`src/rtl/tc0100scn_rom_bridge.sv`:
```
// tc0100scn_rom_bridge
// Bridges the TC0100SCN tile-graphics ROM port (toggle req/ack, 32-bit
// longwords) onto the shared 16-bit SDRAM port. Each longword is fetched as
// two consecutive beats. A one-entry hit register holds the most recently
// fetched longword. A one-deep pending slot captures a request that arrives
// while a fetch is in flight, so the two fetches per tilemap slot overlap.
module tc0100scn_rom_bridge #(
  parameter logic [26:0] ROM_BASE = 27'h0,
  parameter bit          HIT_EN   = 1'b1
) (
  input  logic        clk,
  input  logic        reset,

  // TC0100SCN side
  input  logic [20:0] rom_address,
  input  logic        rom_req,
  output logic        rom_ack,
  output logic [31:0] rom_data,

  // SDRAM arbiter side
  output logic [26:0] mem_addr,
  output logic        mem_req,
  input  logic        mem_ack,
  input  logic        mem_valid,
  input  logic [15:0] mem_data,

  // Control and status
  input  logic        inval,
  output logic        overrun
);

  typedef enum logic [1:0] {
    IDLE  = 2'd0,
    REQ   = 2'd1,
    BEAT0 = 2'd2,
    BEAT1 = 2'd3
  } state_t;

  state_t      state;

  // Request edge tracking
  logic        req_seen;
  logic        new_req;

  // One-deep pending slot
  logic        pending;
  logic [20:0] pend_addr;
  logic        pend_tag;

  // Request currently being fetched from SDRAM
  logic [20:0] cur_addr;
  logic        cur_tag;
  logic [15:0] beat_hi;
  logic        inval_seen;

  // Last-fetch hit register
  logic        hit_valid;
  logic [20:0] hit_addr;
  logic [31:0] hit_data;

  // Request selected for service when the bridge is idle
  logic        svc_valid;
  logic [20:0] svc_addr;
  logic        svc_tag;
  logic        svc_hit;

  // A toggle of rom_req relative to the last value seen is a new request.
  assign new_req = (rom_req != req_seen);

  // Pick the request to serve when idle: the pending slot is older than
  // anything arriving on the port this cycle, so it goes first.
  always_comb begin
    // NOTE: every signal written here gets a default first, so no path through
    // the block leaves a value held and no latch is inferred.
    svc_valid = 1'b0;
    svc_addr  = rom_address;
    svc_tag   = rom_req;
    svc_hit   = 1'b0;
    if (pending) begin
      svc_valid = 1'b1;
      svc_addr  = pend_addr;
      svc_tag   = pend_tag;
    end else if (new_req) begin
      svc_valid = 1'b1;
    end
    // An invalidate in the same cycle suppresses the hit. The ROM contents
    // behind hit_data may already be changing.
    svc_hit = HIT_EN && hit_valid && (svc_addr == hit_addr) && !inval;
  end

  // Main sequencer: request detection, pending slot, SDRAM handshake,
  // beat assembly, hit register and all registered outputs.
  always_ff @(posedge clk) begin
    if (reset) begin
      // NOTE: the hit and pending data registers are cleared along with their
      // valid flags. Nothing reads them while invalid, but clearing them keeps
      // the outputs deterministic and avoids X from simulation start.
      state      <= IDLE;
      req_seen   <= 1'b0;
      pending    <= 1'b0;
      pend_addr  <= '0;
      pend_tag   <= 1'b0;
      cur_addr   <= '0;
      cur_tag    <= 1'b0;
      beat_hi    <= '0;
      inval_seen <= 1'b0;
      hit_valid  <= 1'b0;
      hit_addr   <= '0;
      hit_data   <= '0;
      rom_ack    <= 1'b0;
      rom_data   <= '0;
      mem_addr   <= '0;
      mem_req    <= 1'b0;
      overrun    <= 1'b0;
    end else begin
      // NOTE: all state here uses non-blocking assignments. Later statements
      // in this block still see the pre-edge values, and where two branches
      // assign the same register the last assignment wins.
      if (new_req) begin
        req_seen <= rom_req;
      end

      unique case (state)
        IDLE: begin
          // Consume the pending slot. A request arriving in the same cycle
          // takes its place.
          if (pending) begin
            pending <= new_req;
            if (new_req) begin
              pend_addr <= rom_address;
              pend_tag  <= rom_req;
            end
          end

          if (svc_valid) begin
            if (svc_hit) begin
              rom_data <= hit_data;
              rom_ack  <= svc_tag;
            end else begin
              state      <= REQ;
              mem_req    <= 1'b1;
              mem_addr   <= ROM_BASE + {6'b0, svc_addr};
              cur_addr   <= svc_addr;
              cur_tag    <= svc_tag;
              inval_seen <= inval;
            end
          end
        end

        REQ: begin
          if (mem_ack) begin
            mem_req <= 1'b0;
            state   <= BEAT0;
          end
        end

        BEAT0: begin
          if (mem_valid) begin
            beat_hi <= mem_data;
            state   <= BEAT1;
          end
        end

        BEAT1: begin
          if (mem_valid) begin
            rom_data <= {beat_hi, mem_data};
            rom_ack  <= cur_tag;
            hit_addr <= cur_addr;
            hit_data <= {beat_hi, mem_data};
            // Data fetched across an invalidate may be stale, so it is
            // returned but not cached.
            if (HIT_EN && !inval_seen && !inval) begin
              hit_valid <= 1'b1;
            end
            state <= IDLE;
          end
        end

        default: state <= IDLE;
      endcase

      // A request arriving mid-fetch waits in the pending slot. If the slot is
      // already full, the older request is dropped and the loss is flagged.
      if (state != IDLE && new_req) begin
        if (pending) begin
          overrun <= 1'b1;
        end
        pending   <= 1'b1;
        pend_addr <= rom_address;
        pend_tag  <= rom_req;
      end

      // Invalidate overrides any hit-register load in the same cycle.
      if (inval) begin
        hit_valid  <= 1'b0;
        inval_seen <= 1'b1;
      end
    end
  end

endmodule

```
`config.mk`:
```
export PLATFORM = sky130hd
export DESIGN_NAME = tc0100scn_rom_bridge
export DESIGN_NICKNAME = d
export VERILOG_FILES = /design/src/rtl/tc0100scn_rom_bridge.sv
export SDC_FILE = /design/constraint.sdc
export NUM_CORES = 1
export LEC_CHECK = 0
export BUFFER_PORTS_ARGS = -buffer_cell sky130_fd_sc_hd__buf_2
export CAP_MARGIN = 10
export CORE_UTILIZATION = 41
export CTS_CLUSTER_DIAMETER = 200
export DETAILED_ROUTE_END_ITERATION = 8
export PLACE_DENSITY = 0.64
export SETUP_SLACK_MARGIN = 0.3
export SYNTH_ARGS = -nofsm -noshare
export SYNTH_HDL_FRONTEND = slang
export SYNTH_SLANG_ARGS = --single-unit
```
`constraint.sdc`:
```
create_clock -name clk -period 2.1 [get_ports clk]
set_input_delay 0.105 -clock clk [delete_from_list [all_inputs] [get_ports clk]]
set_output_delay 0.105 -clock clk [all_outputs]
set_load 0.02 [all_outputs]
```
After elaboration in Yosys (flattened, before gate mapping)
Index checks and enable logic that the tools add are counted.
{ "word_totals": {"latch_bits": 0, "wordCells": 92, "register_bits": 154, "out_inout_bits": 62, "n_memories": 0, "mem_bits_ro": 0, "mem_bits_rw": 0, "input_bits": 43} }
{ "classes": {"reduce_logical": 26, "n_div": 0, "magnitude_cmp": 0, "n_bitwise": 1, "n_mul": 0, "add_sub_neg": 0, "eq_ne": 12, "n_shift": 0, "mux": 37} }
{ "op_table": {"columns": ["operator", "count"], "rows": [
  ["2-to-1 mux 21 bit", 5],
  ["2-to-1 mux 32 bit", 3],
  ["one-hot mux 32 bit (2 select lines)", 1],
  ["== test 21 bit", 1],
  ["2-to-1 mux 1 bit", 20],
  ["nonzero test 2 bit", 8],
  ["inequality test 2 bit (second input constant)", 7],
  ["AND reduction 3 bit", 4],
  ["2-to-1 mux 2 bit", 5],
  ["one-hot mux 2 bit (4 select lines)", 1],
  ["AND reduction 4 bit", 2],
  ["AND reduction 2 bit", 3],
  ["AND reduction 5 bit", 1],
  ["== test 2 bit (second input constant)", 2],
  ["logical AND 1 bit", 4],
  ["one-hot mux 1 bit (2 select lines)", 2],
  ["== test 2 x 1 -> 1 bit (second input constant)", 1],
  ["zero test 1 bit", 2],
  ["zero test 2 bit", 1],
  ["OR reduction 2 bit", 1],
  ["inequality test 1 bit", 1],
  ["NOT 1 bit", 1]
]} }

Logic depth before layout (Yosys ltp)
{ "depth": {"ltp_word": 8, "ltp_mapped": 10} }

Worst setup path after synthesis
No wires, ideal clock.
{ "synth_path": {"kind": "register to register", "start": "register pending", "end": "register rom_ack", "t_arrival_ps": 2121, "t_required_ps": 1979, "period_less_slack_ps": 2243, "setup_time_ps": 121, "setup_slack_ps": -143, "stages_incl_launch_ff": 11, "path_cell_list": "dfxtp_1 > buf_6 > buf_2 > mux2i_1 > xnor2_1 > nor4_2 > nand3_1 > nor2_4 > a21oi_2 > buf_6 > mux2_4"} }
{ "synth_via": {"elab_chain_cells": 6, "word_cells_on_any_way": 12} }
{ "synth_lines": {"columns": ["item", "line", "text"], "rows": [
  ["start, declared", "46", "logic pending;"],
  ["start signal, assigned", "128", "pending <= new_req;"],
  ["2-to-1 mux 21 bit", "79", "if (pending) begin"],
  ["== test 21 bit", "88", "svc_hit = HIT_EN && hit_valid && (svc_addr == hit_addr) && !inval;"],
  ["logical AND 1 bit (2 in series)", "88", null],
  ["inequality test 2 bit (no source line)", null, null],
  ["AND reduction 4 bit (no source line)", null, null],
  ["end signal, assigned", "138", "rom_ack <= svc_tag;"],
  ["end signal, assigned", "167", "rom_ack <= cur_tag;"],
  ["end, declared", "17", "output logic rom_ack,"]
]} }
Several ways; a longest one is shown, not always the timed one. The select of a mux whose other input is x is not followed.
A chain may end at the register's enable or synchronous reset.

Worst setup path after layout
{ "layout_path": {"start": "register pending", "end": "register rom_data[16]"} }
{ "layout_via": {"elab_chain_cells": 6, "word_cells_on_any_way": 8} }
{ "layout_lines": {"columns": ["item", "line", "text"], "rows": [
  ["2-to-1 mux 21 bit", "79", null],
  ["== test 21 bit", "88", null],
  ["logical AND 1 bit (2 in series)", "88", null],
  ["inequality test 2 bit (no source line)", null, null],
  ["AND reduction 4 bit (no source line) *", null, null],
  ["end signal, assigned", "137", "rom_data <= hit_data;"],
  ["end signal, assigned", "166", "rom_data <= {beat_hi, mem_data};"],
  ["end, declared", "18", "output logic [31:0] rom_data,"]
]} }
Mark *: on every way between the ends. The rest lies on a longest branch, timed or not.

==> impl_metrics.yaml <==
outcome:
  outcome: "finished, violations left"
  violations: "negative setup slack"
power_and_ir_drop:
  power_switching_w: 0.003322
  p_int_w: 0.007058
  cellLeakagePower_nw: 3.629
  peakVddDrop_uv: 680.7
  power.share.combinational: 0.320
  switching_share: 0.3200
  p_clk_frac: 0.333
  seqPwrFrac: 0.347
  power.density_nw_per_um2: 1118
  total_power_w: 0.01038
worst_setup_path:
  startpoint_type: "register"
  end_kind: "register"
  r2r_start: "pending"
  crit_type: "reg2reg"
  rrSetupSlack_ns: -0.21
  reg2reg_to: "rom_data[16]"
  worstPathRequired_ns: 2.41
  rr_worst_depth: 9
  crit_fanout: 17
  cp.arrival_ns: 2.62
clock_network:
  ctsRootBufferMaster: "clkbuf_16"
  clk_pin_slew_ns: 0.06
  cts-buffers-inserted: 17
  cts_tree: "built"
  cts_sinks: 154
  htree_num_levels: 4
  clockBufferDepth: 2
  clkLatencyLatePin_ns: 0.42
place:
  io_buffer_count: 98
  pre_cts_ws_ns: -0.2672
  hpwl_mm: 10.99
  gp_congestion: 0.7742
synth:
  netlist_top_cells_count: "184 x nand2_1, 154 x dfxtp_1, 99 x a21oi_1"
  synth_cell_type_count: 35
  netlist_area_um2: 6759
  synth_most_common_cell: "nand2_1"
  synth_compound_area_frac: 0.1113
  synthAdderAreaFrac: 0.007405
  yosysWarnings: 0
  synth_area_leader_cell: "dfxtp_1"
  synth_flop_cell: "dfxtp_1"
  synth-edff-count: 0
  synth_seq_cells: 154
  synthMuxAreaShare: 0.1577
  synth_xor_area_frac: 0.02332
  synth_area_leaders: "dfxtp_1 46%, nand2_1 10%, mux2i_1 8.0%, a21oi_1 7.3%, mux2_4 6.7%"
  syn_area_per_cell_um2: 8.721
  synth.top_cell.area_share: 0.4561
  syn-instance-count: 775
  synth_top_family_by_area: "simple AND/OR/NAND/NOR gates"
  async_flop_share: 0
  yosys.area_share.simple: 0.1981
  seq_area_frac_synth: 0.4561
timing:
  hold_viol_final: 0
  fmax_ghz: 0.4321
  fin_ws_ns: -0.2144
  setup_viol: 59
  fin_crit_ns: 2.314
  slew_violations: 0
  fin_crit_sh: 1.102
  finClkSkew_ns: 0.008386
  rsz0062_at_grt: "yes"
worst_hold_path:
  hold_class: "in2reg"
  hp-start: "reset"
  worstHoldEndpoint: "hit_data[14]"
  hold_depth: 2
global_routing:
  grt_pass1_wl_mm: 28.14
  track_usage: 0.2152
  antenna_found_initial: 0
  grt_pass1_vias: 5714
  grt_max_degree: 77
  grt.overflow.total: 0
floorplanning:
  rows: 46
  die_x_um: 130.4
  die_h_um: 130.4
  initial_utilization: 0.4224
  dieArea_um2: 17000
  core_area_um2: 16000
  pin_count: 105
drt:
  routed_wl_mm: 17.49
  ant_nets: 0
  drc_errors: 0
  vias_per_cell: 4.952
  vias: 5700
  dr.pass1.iters: 4
  first_iter_violations: 298
  post_drt_wl_per_cell_um: 15.19
run:
  maxCapViolCount: 0
cells_and_area:
  nets: 971
  drive_above_1_share: 0.2898
  insertedDiodeCount: 0
  syn_to_final_growth_pct: 37.32
placed cells by master, fill, tap and decap left out, types with 3 or more instances in the layout:
| cell | count |
|---|---|
| mux2i_4 | 13 |
| conb_1 | 6 |
| buf_6 | 6 |
| a211oi_2 | 14 |
| a211oi_1 | 8 |
| inv_1 | 5 |
| nor2_4 | 4 |
| nor2_2 | 7 |
| nor2b_1 | 35 |
| xnor2_2 | 6 |
| ha_1 | 3 |
| buf_12 | 14 |
| bufinv_16 | 6 |
| nor2_1 | 58 |
| buf_2 | 97 |
| mux2i_2 | 5 |
| nand2b_1 | 7 |
| a21oi_1 | 98 |
| nand2_1 | 183 |
| clkbuf_16 | 17 |
| nor4_2 | 5 |
| o21ai_0 | 4 |
| xnor2_1 | 11 |
| mux2i_1 | 39 |
| dfxtp_1 | 153 |
| dlygate4sd3_1 | 39 |
| clkinv_4 | 4 |
| mux2_2 | 3 |
| mux2_4 | 30 |
| buf_4 | 25 |
sequential cells by signal (all words and copies together), names as in the netlist:
name,count
hit_data,32
cur_tag,1
rom_data,32
overrun,1
rom_ack,1
pend_tag,1
pending,1
pend_addr,21
beat_hi,16
mem_addr,21
inval_seen,1
state,2
hit_valid,1
hit_addr,21
req_seen,1
mem_req,1
per-layer routing:
| metal | wire [um] | up-vias | GRT usage |
|---|---|---|---|
| met5 | 0 | - | 0 |
| met2 | 8867 | 124 | 0.3964 |
| met4 | 272 | 0 | 0.07235 |
| met1 | 7665 | 2702 | 0.2433 |
| met3 | 683 | 22 | 0.05049 |
| li1 | - | 2852 | - |
layout make-up:
| cell class | instances | area (um2) |
|---|---|---|
| timing repair buffer | 185 | 1496 |
| fill | 1412 | 6719 |
| inverter | 5 | 18.77 |
| clock buffer | 19 | 442.9 |
| sequential | 154 | 3087 |
| tap | 216 | 270.3 |
| clock inverter | 11 | 220.2 |
| multi-input combinational | 561 | 3746 |
critical path, cell delays in order (launching register included):
cell	delay [ns]
dfxtp_4	0.42
buf_12	0.18
mux2i_4	0.27
xnor2_2	0.11
nor4_2	0.30
nand3_1	0.16
nor2_4	0.17
a21oi_4	0.10
buf_12	0.18
mux2_4	0.30
metrics by stage:
| stage | instance area [um2] | hold slack (ns) | instances | util | setup TNS [ns] |
|---|---|---|---|---|---|
| global route | 9281 | 0.06935 | 1151 | 0.5801 | -15.63 |
| CTS | 9190 | 0.06171 | 1149 | 0.5744 | -7.600 |
| global placement | 7805 | 0.3416 | 1072 | 0.4878 | -10.11 |
| detailed placement | 7805 | 0.3432 | 1072 | 0.4878 | -11.48 |
| floorplan | 6940 | 0.1843 | 780 | - | -1.901 |
| finish | 9281 | 0.06926 | 1151 | 0.5801 | -8.802 |
power groups by stage:
| stage | Clock (W) | Sequential [W] | Combinational, W |
|---|---|---|---|
| 2_1_floorplan | 0 | 0.00375 | 0.00172 |
| 4_1_cts | 0.00350 | 0.00359 | 0.00319 |
| 5_1_grt | 0.00364 | 0.00365 | 0.00360 |
| 6_report | 0.00346 | 0.00360 | 0.00332 |
| 3_3_place_gp | 0 | 0.00361 | 0.00266 |
| 3_5_place_dp | 0 | 0.00361 | 0.00269 |
worst max-delay path by stage:
| stage | startpoint | end | cells after the start |
|---|---|---|---|
| floorplan | pending | rom_ack | 10 |
| global placement | pending | rom_data[2] | 9 |
| detailed placement | pending | rom_data[16] | 9 |
| CTS | pending | rom_data[16] | 9 |
| global route | pending | rom_data[8] | 10 |
| finish | pending | rom_data[16] | 9 |
what timing repair did:
item	4_1_cts	5_1_grt
hold buffers	39	0
endpoints found under the hold margin	56	0
setup buffers	6	1
gates cloned	2	1
gates resized for setup	42	19
setup endpoints to repair	59	80
pin swaps	12	4
kinds of logic (layout without fill, tap and decap cells):
| family | Yosys count | in the layout |
|---|---|---|
| XOR/XNOR | 18 | 18 |
| AO/OA/AOI/OAI | 134 | 134 |
| other | 1 | 6 |
| buffers and inverters | 65 | 220 |
| adder cells (fa/ha/maj) | 4 | 4 |
| AND/OR/NAND/NOR | 309 | 309 |
| multiplexers | 90 | 90 |
| flip-flops | 154 | 154 |
Note: power is estimated with default switching activity, not from simulation.
